`src/rtl/io_cond_pkg.sv`:
```
// Shared constants for the board input conditioner and the data memory decode
// that maps its outputs onto the memory-mapped input bytes.
package io_cond_pkg;

    localparam int N_SW  = 16;
    localparam int N_BTN = 5;

    localparam int SAMPLE_DIV_DEF   = 100000;
    localparam int STABLE_TICKS_DEF = 10;

    localparam logic [7:0] IO_SW_HI = 8'h4E;
    localparam logic [7:0] IO_SW_LO = 8'h4F;
    localparam logic [7:0] IO_BTNS  = 8'h50;

    typedef logic [N_BTN-1:0] btn_vec_t;

endpackage

```
`src/rtl/io_input_conditioner_debounce_bit.sv`:
```
// One input bit: 2-flop synchronizer, tick-counted debouncer and rise detect.
// level changes after STABLE_TICKS consecutive mismatching ticks; no backpressure.
module debounce_bit
    import io_cond_pkg::*;
#(
    parameter int STABLE_TICKS = STABLE_TICKS_DEF
) (
    input  logic CLK,
    input  logic RST_N,
    input  logic raw,
    input  logic tick,
    output logic level,
    output logic rise
);

    localparam int              CW       = $clog2(STABLE_TICKS);
    localparam logic [CW-1:0]   CNT_LAST = CW'(STABLE_TICKS - 1);

    logic          meta_q;
    logic          s_q;
    logic          stable_q, stable_d;
    logic          prev_q;
    logic [CW-1:0] cnt_q, cnt_d;

    // Any cycle where the synchronized input agrees with stable restarts the run.
    always_comb begin
        stable_d = stable_q;
        cnt_d    = cnt_q;
        if (s_q == stable_q) begin
            cnt_d = '0;
        end else if (tick) begin
            if (cnt_q == CNT_LAST) begin
                stable_d = s_q;
                cnt_d    = '0;
            end else begin
                cnt_d = cnt_q + 1'b1;
            end
        end
    end

    always_ff @(posedge CLK or negedge RST_N) begin
        if (!RST_N) begin
            meta_q   <= 1'b0;
            s_q      <= 1'b0;
            stable_q <= 1'b0;
            prev_q   <= 1'b0;
            cnt_q    <= '0;
        end else begin
            meta_q   <= raw;
            s_q      <= meta_q;
            stable_q <= stable_d;
            prev_q   <= stable_q;
            cnt_q    <= cnt_d;
        end
    end

    assign level = stable_q;
    assign rise  = stable_q & ~prev_q;

endmodule

```
`src/rtl/io_input_conditioner.sv`:
```
// Debounces 16 switches and 5 buttons; emits press pulses and sticky press flags.
// Levels settle 2 + ((STABLE_TICKS-1)*SAMPLE_DIV+1 .. STABLE_TICKS*SAMPLE_DIV) cycles after a raw edge.
module io_input_conditioner
    import io_cond_pkg::*;
#(
    parameter int SAMPLE_DIV   = SAMPLE_DIV_DEF,
    parameter int STABLE_TICKS = STABLE_TICKS_DEF
) (
    input  logic             CLK,
    input  logic             RST_N,
    input  logic [N_SW-1:0]  SW_RAW,
    input  logic [N_BTN-1:0] BTNS_RAW,
    input  logic [N_BTN-1:0] CLR_STICKY,
    output logic [N_SW-1:0]  SW,
    output logic [N_BTN-1:0] BTNS,
    output logic [N_BTN-1:0] BTN_PRESS,
    output logic [N_BTN-1:0] BTN_STICKY,
    output logic             TICK
);

    localparam int            PW        = $clog2(SAMPLE_DIV);
    localparam logic [PW-1:0] PDIV_LAST = PW'(SAMPLE_DIV - 1);

    logic [PW-1:0]   pdiv_q, pdiv_d;
    logic [N_SW-1:0] sw_rise_unused;
    btn_vec_t        btn_rise;
    btn_vec_t        press_q;
    btn_vec_t        sticky_q, sticky_d;

    assign TICK   = (pdiv_q == PDIV_LAST);
    assign pdiv_d = TICK ? '0 : pdiv_q + 1'b1;

    for (genvar i = 0; i < N_SW; i++) begin : g_sw
        debounce_bit #(.STABLE_TICKS(STABLE_TICKS)) u_db (
            .CLK   (CLK),
            .RST_N (RST_N),
            .raw   (SW_RAW[i]),
            .tick  (TICK),
            .level (SW[i]),
            .rise  (sw_rise_unused[i])
        );
    end

    for (genvar i = 0; i < N_BTN; i++) begin : g_btn
        debounce_bit #(.STABLE_TICKS(STABLE_TICKS)) u_db (
            .CLK   (CLK),
            .RST_N (RST_N),
            .raw   (BTNS_RAW[i]),
            .tick  (TICK),
            .level (BTNS[i]),
            .rise  (btn_rise[i])
        );
    end

    // A press landing in the same cycle as its clear keeps the flag set.
    assign sticky_d = (sticky_q & ~CLR_STICKY) | press_q;

    always_ff @(posedge CLK or negedge RST_N) begin
        if (!RST_N) begin
            pdiv_q   <= '0;
            press_q  <= '0;
            sticky_q <= '0;
        end else begin
            pdiv_q   <= pdiv_d;
            press_q  <= btn_rise;
            sticky_q <= sticky_d;
        end
    end

    assign BTN_PRESS  = press_q;
    assign BTN_STICKY = sticky_q;

endmodule

```
`config.mk`:
```
export PLATFORM = sky130hd
export DESIGN_NAME = io_input_conditioner
export DESIGN_NICKNAME = d
export VERILOG_FILES = /design/src/rtl/io_cond_pkg.sv /design/src/rtl/io_input_conditioner_debounce_bit.sv /design/src/rtl/io_input_conditioner.sv
export SDC_FILE = /design/constraint.sdc
export NUM_CORES = 1
export LEC_CHECK = 0
export BUFFER_PORTS_ARGS = -buffer_cell sky130_fd_sc_hd__buf_2
export CAP_MARGIN = 0
export CORE_UTILIZATION = 29
export DETAILED_ROUTE_END_ITERATION = 8
export GPL_TIMING_DRIVEN = 0
export PLACE_DENSITY = 0.47
export SLEW_MARGIN = 20
export SYNTH_ARGS = -nofsm -noshare
export SYNTH_HDL_FRONTEND = slang
export SYNTH_HIERARCHICAL = 1
export SYNTH_SLANG_ARGS = --single-unit
```
`constraint.sdc`:
```
create_clock -name CLK -period 2.9 [get_ports CLK]
set_input_delay 0.58 -clock CLK [delete_from_list [all_inputs] [get_ports CLK]]
set_output_delay 0.58 -clock CLK [all_outputs]
set_load 0.01 [all_outputs]
```
## After elaboration in Yosys (flattened, before gate mapping)

Cells that the tools add are included.

| storage, ports and cells | value |
|---|---|
| register bits | 179 |
| latch bits | 0 |
| bits in writable memories | 0 |
| ROM bits | 0 |
| input bits | 28 |
| output and inout port bits | 32 |
| logic and storage cells | 297 |
| memories | 0 |

| operators by class | value |
|---|---|
| add/sub/neg operators | 22 |
| multiply operators | 0 |
| div/mod/pow operators | 0 |
| magnitude comparators | 0 |
| equality and inequality tests | 43 |
| shift-type cells | 0 |
| mux-type cells | 64 |
| bitwise operators | 34 |
| reduce and logical (&&, ||, !) cells | 42 |

Operators with widths:

| kind | number |
|---|---|
| 4-bit 2-to-1 mux | 63 |
| 4-bit by 1-bit adder with 4-bit output (second input constant) | 21 |
| 4-bit == test (second input constant) | 21 |
| 3-bit AND reduction | 21 |
| 2-bit nonzero test | 21 |
| 1-bit NOT | 26 |
| 1-bit == test | 21 |
| 17-bit by 1-bit adder with 17-bit output (second input constant) | 1 |
| 17-bit == test (second input constant) | 1 |
| 17-bit 2-to-1 mux | 1 |
| 1-bit bitwise AND | 5 |
| 5-bit bitwise AND | 1 |
| 5-bit NOT | 1 |
| 5-bit bitwise OR | 1 |

## Logic depth before layout (Yosys ltp)

| logic depth | value |
|---|---|
| word-level depth | 4 |
| gate-level depth with buffers | 8 |
| mapped depth without buffers | 7 |

## Hierarchy

The synthesis kept the hierarchy.

By module, submodules not included:

| module | times used | cells each | area an instance (µm²) | sequential area each (µm²) |
|---|---|---|---|---|
| debounce_bit | 21 | 27 | 330.3 | 200.2 |
| io_input_conditioner | 1 | 94 | 1128.6 | 675.6 |

## Worst setup path after synthesis

Ideal clock, no wire load.

| path | value |
|---|---|
| path type | register to register |
| start | register pdiv_q[0] |
| end | register g_btn[0].u_db.stable_q |
| setup time | 0.125 ns |
| arrival | 2.825 ns |
| required time | 2.775 ns |
| setup slack | -0.050 ns |
| stages on the path, launching flop included | 9 |
| path buffers | 1 |
| period minus slack after synthesis | 2.950 ns |
| path through | dfrtp_1 -> ha_1 -> nand3_1 -> nor2_1 -> and4_1 -> buf_2 -> nand2_2 -> nor3b_1 -> mux2_2 |

| between the ends | value |
|---|---|
| longest elaborated chain between the ends | 2 |

RTL lines:

| item | RTL line | source |
|---|---|---|
| from (decl) | io_input_conditioner.sv:24 | `logic [PW-1:0] pdiv_q, pdiv_d;` |
| from (signal assigned) | io_input_conditioner.sv:64 | `pdiv_q <= pdiv_d;` |
| 17-bit == test | io_input_conditioner.sv:30 | `assign TICK = (pdiv_q == PDIV_LAST);` |
| net TICK | io_input_conditioner.sv:18 | `output logic TICK` |
| 3-bit AND reduction (no source line) | n/a |  |
| to (signal assigned) | io_input_conditioner_debounce_bit.sv:51 | `stable_q <= stable_d;` |
| to (decl) | io_input_conditioner_debounce_bit.sv:21 | `logic stable_q, stable_d;` |

The timed path passes the listed nets, and every way through them passes these cells.
A chain may end at the register's enable or synchronous reset.

## Worst setup path in the final report

| path | value |
|---|---|
| start | register pdiv_q[0] |
| end | output port TICK |

| between the ends | value |
|---|---|
| longest elaborated chain between the ends | 1 |

RTL lines:

| item | RTL line |
|---|---|
| 17-bit == test | io_input_conditioner.sv:30 |
| to (decl) | io_input_conditioner.sv:18 |

Every way passes these cells.

==> impl_metrics.tcl <==
set metrics [dict create \
    grt_max_degree 103 \
    period_minus_slack_ns 2.737 \
    drt_iter0_drc 232 \
    routed_via_density 4.653 \
    maxSlewViolCount 0 \
    cts_tree "built" \
    startpoint_type "flip-flop" \
    nets 739 \
    grt_pass1_wl_mm 24.21 \
    area_delta_synth_final_pct 19.00 \
    cp_max_fo 24 \
    core_area_mm2 0.02540 \
    syn-num-nets 658 \
    hold_slack_ns 0.1122 \
    firstDrtPassIters 4 \
    max_slew_margin_pct 59.12 \
    clk_latency_ns 0.43 \
    antenna_found_initial 0 \
    drive_above_1_share_pct 28.12 \
    dpl.hpwl_mm 8.619 \
    drv_cap 0 \
    tns_ns 0 \
    seq_area_mm2 0.004479 \
    crit_arrival_ns 2.16 \
    cts_num_sinks 179 \
    netlist_area_mm2 0.007565 \
    endpoint_kind "output port" \
    routed_wl_mm 14.25 \
    skew_ns 0.01485 \
    grt_usage_pct 11.41 \
    htreeDepth 4 \
    dieArea_mm2 0.02674 \
    finalSetupViolations 0 \
    clkTransAtPathRegs_ns 0.07 \
    outcome "completed" \
    fillCellCount 2524 \
    hold_buffers 0 \
    die_w_um 163.5 \
    dieHeight_um 163.5 \
    ir_drop_uv 319.5 \
    hold_violations 0 \
    cts.path.max_buffers 2 \
    finalWeightedCongestion 0.7074 \
    rsz0062_at_grt "no" \
    netlist_instances 629 \
    syn_area_per_cell_um2 12.03 \
    p_per_area_mw_per_mm2 566.5 \
    final_antenna_net_count 0 \
    yosysWarnings 6 \
    p_leak_nw 3.983 \
    dpl_cell_area_mm2 0.008313 \
    hold_path.class "in2async" \
    ios 60 \
    drc 0 \
    num_rows 58 \
    clockRootBuffer "clkbuf_16" \
    gr-total-overflow 0 \
    cts_buffers 17 \
    num_vias 4895 \
    cts_setup_buffers 0 \
    fin_crit_sh_pct 94.39 \
    worstMarginPinSlew_ns 0.6132 \
    design_area_mm2 0.009002 \
    crit_type "reg2out" \
    diodes 0 \
    required_ns 2.32 \
    routedWlPerCell_um 13.55 \
    multi_input_area_mm2 0.003055 \
    start_util_pct 29.78 \
    portBuffers 59 \
    grt_pass1_vias 5059 \
    max_freq_mhz 365.3 \
]
## cell type report
class                      instances  area share, %
clock buffer                      18          4.767
tap                              330          4.587
clock inverter                    13          2.196
multi-input combinational        442          33.94
timing repair buffer              62          4.183
sequential                       179          49.76
inverter                           7         0.2919
buffer                             1         0.2780
## placed cells by master (no fill, tap or decap), types with 2 or more instances in the layout
cell type    n
a21o_1       5
a21oi_1     21
a21oi_2     21
and4b_2     21
buf_2       58
bufinv_16    4
clkbuf_16   18
clkinv_4     3
dfrtp_1    179
inv_1        7
inv_6        4
mux2_2      21
nand2_1     26
nand2_2     21
nand3_1     26
nand4_1      4
nor2_1      52
nor2b_1     27
nor2b_2     21
nor3_1       5
nor3b_1     21
nor4_2       2
o21ai_0     42
or3_1       21
xnor2_1     53
xor2_1      25
## through the flow
stage	std cells	total power, W	worst slack, ns	util [%]
floorplan	629	0.002609	0.4058	-
global placement	1018	0.002684	-1.632	32.58
detailed placement	1019	0.002695	-0.1320	32.73
CTS	1051	0.005191	0.07366	35.37
global route	1052	0.005296	0.0004738	35.44
finish	1052	0.005100	0.1627	35.44
## routing by layer
metal	track usage, %	wire length, um	share of wire, %
met5	0	0	0
met2	19.30	6986	49
met4	4.040	215	1.5
met1	13.78	6532	46
met3	3.250	519	3.6
## final timing paths
kind | from | endpoint | slack (ns) | cells past startpoint
max in group asynchronous | RST_N | g_sw[2].u_db/cnt_q[1]$_DFFE_PN0P_ | 1.84 | 2
hold / removal | RST_N | g_sw[8].u_db/cnt_q[3]$_DFFE_PN0P_ | 0.11 | 1
setup / recovery | pdiv_q[0]$_DFF_PN0_ | TICK | 0.16 | 6
hold reg to reg | g_btn[3].u_db/meta_q$_DFF_PN0_ | g_btn[3].u_db/s_q$_DFF_PN0_ | 0.35 | 0
min in group CLK | SW_RAW[1] | g_sw[1].u_db/meta_q$_DFF_PN0_ | 0.25 | 1
setup reg to reg | pdiv_q[0]$_DFF_PN0_ | g_btn[0].u_db/level$_DFFE_PN0P_ | 0.49 | 8
## timing repair
item / 4_1_cts / 5_1_grt
cloned: 1 / 1
pin swaps: 0 / 0
resized for setup: 3 / 2
endpoints found under the setup margin: 22 / 1
## critical path, cell delays in order, from the launching register on
cell	delay, ns
dfrtp_1	0.39
ha_1	0.23
nand3_1	0.13
nor2_1	0.20
and4_2	0.33
clkbuf_16	0.28
buf_2	0.18
## flip-flops by register name, indices dropped and copies added, names as in the netlist
signal and cells:
g_sw.u_db/cnt_q 64, g_btn.u_db/cnt_q 20, pdiv_q 17, g_sw.u_db/level 16
g_sw.u_db/meta_q 16, g_sw.u_db/s_q 16, BTN_PRESS 5, BTN_STICKY 5
g_btn.u_db/level 5, g_btn.u_db/meta_q 5, g_btn.u_db/prev_q 5, g_btn.u_db/s_q 5
## power breakdown
part | leakage (nW) | internal (W) | total [W] | switching, W
Clock | 0.308 | 0.00146 | 0.00246 | 0.00100
Sequential | 2.39 | 0.00253 | 0.00254 | 0.0000136
Combinational | 1.29 | 0.0000279 | 0.000101 | 0.0000728
Total | 3.98 | 0.00401 | 0.00510 | 0.00109
Note: power is estimated with default switching activity, not from simulation.
